### config.mk
export PLATFORM = sky130hd
export DESIGN_NAME = ex_stage
export DESIGN_NICKNAME = d
export VERILOG_FILES = /design/src/rtl/ex_stage.sv
export SDC_FILE = /design/constraint.sdc
export NUM_CORES = 1
export LEC_CHECK = 0
export CORE_UTILIZATION = 40
export DETAILED_ROUTE_END_ITERATION = 10
export PLACE_DENSITY_LB_ADDON = 0.1
export SLEW_MARGIN = 20
export SYNTH_ARGS = -nofsm -noshare
export SYNTH_HDL_FRONTEND = slang
export SYNTH_SLANG_ARGS = --single-unit
### constraint.sdc
create_clock -name clk -period 14.28 [get_ports clk]
set_input_delay 4.284 -clock clk [delete_from_list [all_inputs] [get_ports clk]]
set_output_delay 4.284 -clock clk [all_outputs]
set_load 0.01 [all_outputs]
### src/rtl/ex_stage.sv
// Execute stage: single-cycle R-type ALU plus a 32-iteration shift-add multiplier
// that stalls upstream and emits bubbles downstream while it runs.
module ex_stage (
    input  logic        clk,
    input  logic        rst_n,
    input  logic        valid_in,
    input  logic        RegWrite_in,
    input  logic [5:0]  funct_in,
    input  logic [4:0]  shamt_in,
    input  logic [31:0] Rs_data_in,
    input  logic [31:0] Rt_data_in,
    input  logic [4:0]  RdAddr_in,
    output logic [31:0] ALU_result_out,
    output logic [4:0]  RdAddr_out,
    output logic        RegWrite_out,
    output logic        stall_out
);

    localparam logic [5:0] F_ADD = 6'h20;
    localparam logic [5:0] F_SUB = 6'h22;
    localparam logic [5:0] F_AND = 6'h24;
    localparam logic [5:0] F_OR  = 6'h25;
    localparam logic [5:0] F_SLT = 6'h2A;
    localparam logic [5:0] F_SLL = 6'h00;
    localparam logic [5:0] F_SRL = 6'h02;
    localparam logic [5:0] F_MUL = 6'h18;

    typedef enum logic [1:0] {
        S_IDLE,
        S_MUL,
        S_DONE
    } state_t;

    state_t      state, state_nxt;
    logic [31:0] a_reg, b_reg, acc;
    logic [4:0]  cnt;
    logic [4:0]  rd_reg;
    logic        rw_reg;

    logic [31:0] alu_res;
    logic        alu_known;
    logic        start_mul;

    assign start_mul = valid_in && (funct_in == F_MUL);

    always_comb begin
        alu_res   = '0;
        alu_known = 1'b1;
        case (funct_in)
            F_ADD:   alu_res = Rs_data_in + Rt_data_in;
            F_SUB:   alu_res = Rs_data_in - Rt_data_in;
            F_AND:   alu_res = Rs_data_in & Rt_data_in;
            F_OR:    alu_res = Rs_data_in | Rt_data_in;
            F_SLT:   alu_res = ($signed(Rs_data_in) < $signed(Rt_data_in)) ? 32'd1 : 32'd0;
            F_SLL:   alu_res = Rt_data_in << shamt_in;
            F_SRL:   alu_res = Rt_data_in >> shamt_in;
            default: alu_known = 1'b0;
        endcase
    end

    always_ff @(posedge clk or negedge rst_n) begin
        if (!rst_n) begin
            state  <= S_IDLE;
            a_reg  <= '0;
            b_reg  <= '0;
            acc    <= '0;
            cnt    <= '0;
            rd_reg <= '0;
            rw_reg <= 1'b0;
        end else begin
            state <= state_nxt;
            case (state)
                S_IDLE: begin
                    if (start_mul) begin
                        a_reg  <= Rs_data_in;
                        b_reg  <= Rt_data_in;
                        rd_reg <= RdAddr_in;
                        rw_reg <= RegWrite_in;
                        acc    <= '0;
                        cnt    <= '0;
                    end
                end
                S_MUL: begin
                    if (b_reg[0])
                        acc <= acc + a_reg;
                    a_reg <= a_reg << 1;
                    b_reg <= b_reg >> 1;
                    cnt   <= cnt + 5'd1;
                end
                default: ;
            endcase
        end
    end

    always_comb begin
        state_nxt      = state;
        stall_out      = 1'b0;
        RegWrite_out   = 1'b0;
        ALU_result_out = '0;
        RdAddr_out     = RdAddr_in;
        case (state)
            S_IDLE: begin
                if (start_mul) begin
                    stall_out = 1'b1;
                    state_nxt = S_MUL;
                end else if (valid_in && alu_known) begin
                    ALU_result_out = alu_res;
                    RegWrite_out   = RegWrite_in;
                end
            end
            S_MUL: begin
                stall_out = 1'b1;
                if (cnt == 5'd31)
                    state_nxt = S_DONE;
            end
            S_DONE: begin
                ALU_result_out = acc;
                RdAddr_out     = rd_reg;
                RegWrite_out   = rw_reg;
                state_nxt      = S_IDLE;
            end
            default: state_nxt = S_IDLE;
        endcase
        // Reset forces quiet outputs combinationally so an abort drops stall at once
        if (!rst_n) begin
            stall_out      = 1'b0;
            RegWrite_out   = 1'b0;
            ALU_result_out = '0;
            RdAddr_out     = '0;
        end
    end

endmodule

==> reports/qor_table.md <==
| Result | Value |
|:---|:---|
| Post-DR wirelength/cell | 25.0 microns |
| Initial antenna violation count | 0 |
| CP max-delay cell | clkdlybuf4s50_1 |
| Ys async rst share | 100% |
| P&R area growth vs syn | 11.5% |
| Critical path data arrival time | 9.07 ns |
| Post_cts resized | 0 |
| Primary FF master, synth | dfrtp_1 |
| Initial core utilization | 40.6% |
| Worst hold-check path type | register to register |
| Routability-driven placement congestion ratio | 0.967 |
| Distinct cells, synth | 88 |
| Origin of the critical flop-to-flop path | a_reg[0] |
| Maximum buffer depth of the clock tree | 2 |
| GRT Overall Usage | 34.1% |
| First-pass iteration count of the detailed router | 8 |
| Half-perimeter wire length of the detailed placement result | 50200 microns |
| Clock transition at the register clock pins on the worst setup and hold paths after CTS | 0.09 ns |
| Crit path time final | 13.36 ns |
| Total number of clock tree sinks | 109 |
| Number of CTS-inserted buffers | 9 |
| Mean number of vias per cell | 6.18 |
| Most common cell after layout, fill and taps aside | nand2_1 |
| Startpoint of the worst setup timing path | Rt_data_in[5] |
| Nature of the critical path startpoint | input pin |
| Setup slack after placement | 1.08 ns |
| Total count of max-transition violations in the final report | 0 |
| Terminus of the critical flop-to-flop path | acc[30] |
| Post-CTS Setup Bufs | 0 |
| Insertion delay to the later sink of the worst-skew pair | 0.41 ns |
| Count of input and output buffers | 122 |
| IO Pins | 123 |
| Vias | 16.1k |
| Worst path cell trace | clkdlybuf4s50_1 > inv_1 > ha_1 > nand2b_1 > o31ai_1 > nor3_1 > nor3_1 > o21ai_1 > a21oi_1 > o211ai_1 > nor3b_1 > o21ai_0 > a211oi_1 > clkdlybuf4s50_1 |
| Tightest slew margin relative to the limit | 26.0% |
| Overall power | 2.22 mW |
| Average cell area after synthesis | 7.01 sq um |
| Crit share post-route | 93.5% |
| Nets in the synthesized netlist | 2351 |
| Total gr overflow | 0 |
| Width of the die | 195 microns |
| Worst slew pin tran | 1.10 ns |
| Initial drt markers | 1721 |
| Crit-path max cell delay | 0.66 ns |
| Outcome | finished clean |
| Leakage power | 7.12 nW |
| Commonest cells after routing, fill and taps aside | 308 x nand2_1, 265 x nor2_1, 188 x a21oi_1, 160 x o21ai_0, 146 x ha_1 |
| Category of the most critical setup path | input pin to output pin |
| Post-route clock skew | 0.0119 ns |
| Hold_buf cts | 0 |
| Number of max-cap violations | 0 |
| Die Area | 37900 sq um |
| Number of rows in the core area | 70 |
| Number of storage elements in the synthesis netlist | 109 |
| Number of failing hold endpoints at the final stage | 0 |
| Flop-to-flop setup slack | 10.60 ns |
| PwrDens | 134 nW/um^2 |
| Number of warning messages in the yosys log | 0 |
| TritonCTS clock tree | done |
| Post-Syn Instances | 2118 |
| Level count of the clock H-tree | 3 |
| Post-detailed-route count of antenna-violating nets | 0 |
| Via count of the first global-routing pass | 15.1k |
| Critical path endpoint | ALU_result_out[0] |
| DRC | 0 |
| Type of element capturing the critical path | output pin |
| Core Box Area | 36600 sq um |
| Worst Path Max Fanout | 9 |
| Layout Nets | 2372 |
| Setup violators final | 0 |
| VDD IR max | 0.0000612 V |
| Cell area after synthesis | 14800 sq um |
| Share of post-route cells with drive strength above 1 | 4.94% |
| Setup TNS after final layout | 0 ns |
| Largest net degree at the start of global routing | 74 |
| Cell chosen for the clock root | clkbuf_16 |
| Endpoint required time on the critical path | 10.00 ns |
| Smallest setup slack after layout | 0.922 ns |
| Fraction of the yosys area taken by sequential cells | 18.4% |
| Unrepaired setup endpoints after global routing | false |
| Fillers | 3854 |
| Timing-limited maximum frequency | 0.0749 GHz |
| Routed wire length | 65300 microns |
| Path depth of the worst reg2reg path | 12 |
| Count of flip-flops with a built-in enable after synthesis | 0 |
| Global-route wire length before repair | 96900 microns |
| Die height | 195 microns |
-- worst min-delay path by stage --
stage	from	endpoint	slack [ns]	depth (start not counted)
after global routing	rd_reg[0]	rd_reg[0]	0.50	2
after CTS	rd_reg[3]	rd_reg[3]	0.48	2
after detailed placement	rd_reg[3]	rd_reg[3]	0.46	2
after global placement	rd_reg[2]	rd_reg[2]	0.45	2
after floorplan	rd_reg[0]	rd_reg[0]	0.44	2
final	rd_reg[3]	rd_reg[3]	0.47	2
-- logic make-up (layout without fill, tap and decap cells) --
family                     Yosys count  in the layout  share of synthesized area (%)
xor gates and xnor gates            50             50                           2.95
muxes                               87             87                           6.72
and+or+nand+nor                    769            769                           22.3
other                                0              1                              0
AOI/OAI and AO/OA                  698            698                           29.8
adders and majority gates          149            149                           12.7
buffers and inverters              256            282                           7.15
DFF                                109            109                           18.4
-- synthesized netlist by cell type, types with 23 or more instances --
cell,count,area share [%]
ha_1,146,12
a21o_1,23,1.2
nand3_1,52,1.8
nand2b_1,25,1.1
nor2_1,265,6.7
o21ai_0,160,5.4
a21oi_1,189,6.4
a211oi_1,38,1.9
inv_1,106,2.7
dfrtp_1,109,18
o211ai_1,35,1.8
mux2i_1,75,5.1
nor3_1,35,1.2
clkbuf_1,109,2.8
xnor2_1,28,1.7
a31oi_1,78,3.3
nand2_1,308,7.8
-- through the flow --
step / cell area [sq um] / utilization, % / instances / hold slack (ns)
6_report: 16500 / 45.2 / 2613 / 0.472
5_1_grt: 16500 / 45.2 / 2612 / 0.498
4_1_cts: 16500 / 45.2 / 2612 / 0.476
3_5_place_dp: 16300 / 44.4 / 2596 / 0.457
3_3_place_gp: 16300 / 44.4 / 2596 / 0.449
2_1_floorplan: 14800 / - / 2118 / 0.439
-- power by group --
part / switching [mW] / internal [mW]
registers: 0.150 / 0.444
logic: 0.805 / 0.544
clock network: 0.153 / 0.124
total: 1.11 / 1.11
-- critical path, delay by kind of cell --
family / cells / cell delay (ns)
compound gates: 6 / 1.51
fa+ha+maj: 1 / 0.50
buf+inv: 3 / 1.45
simple gates: 4 / 1.32
-- final cells by class --
class / count / area [sq um] / share of cell area (%)
tap: 468 / 586 / 3.54
sequential: 109 / 2730 / 16.5
antenna: 1 / 2.50 / 0.0151
multi-input combinational: 1753 / 11100 / 66.9
inverter: 110 / 413 / 2.50
clock buffer: 10 / 229 / 1.38
timing repair buffer: 156 / 1450 / 8.76
clock inverter: 6 / 63.8 / 0.386
-- per-layer routing --
| metal | track usage (%) | part of all wire [%] |
|---|---|---|
| met1 | 46.9 | 45 |
| met2 | 53.5 | 45 |
| met3 | 4.55 | 7.0 |
| met4 | 13.8 | 3.8 |
| met5 | 0 | 0 |
Power figures use the tool's default switching activity.
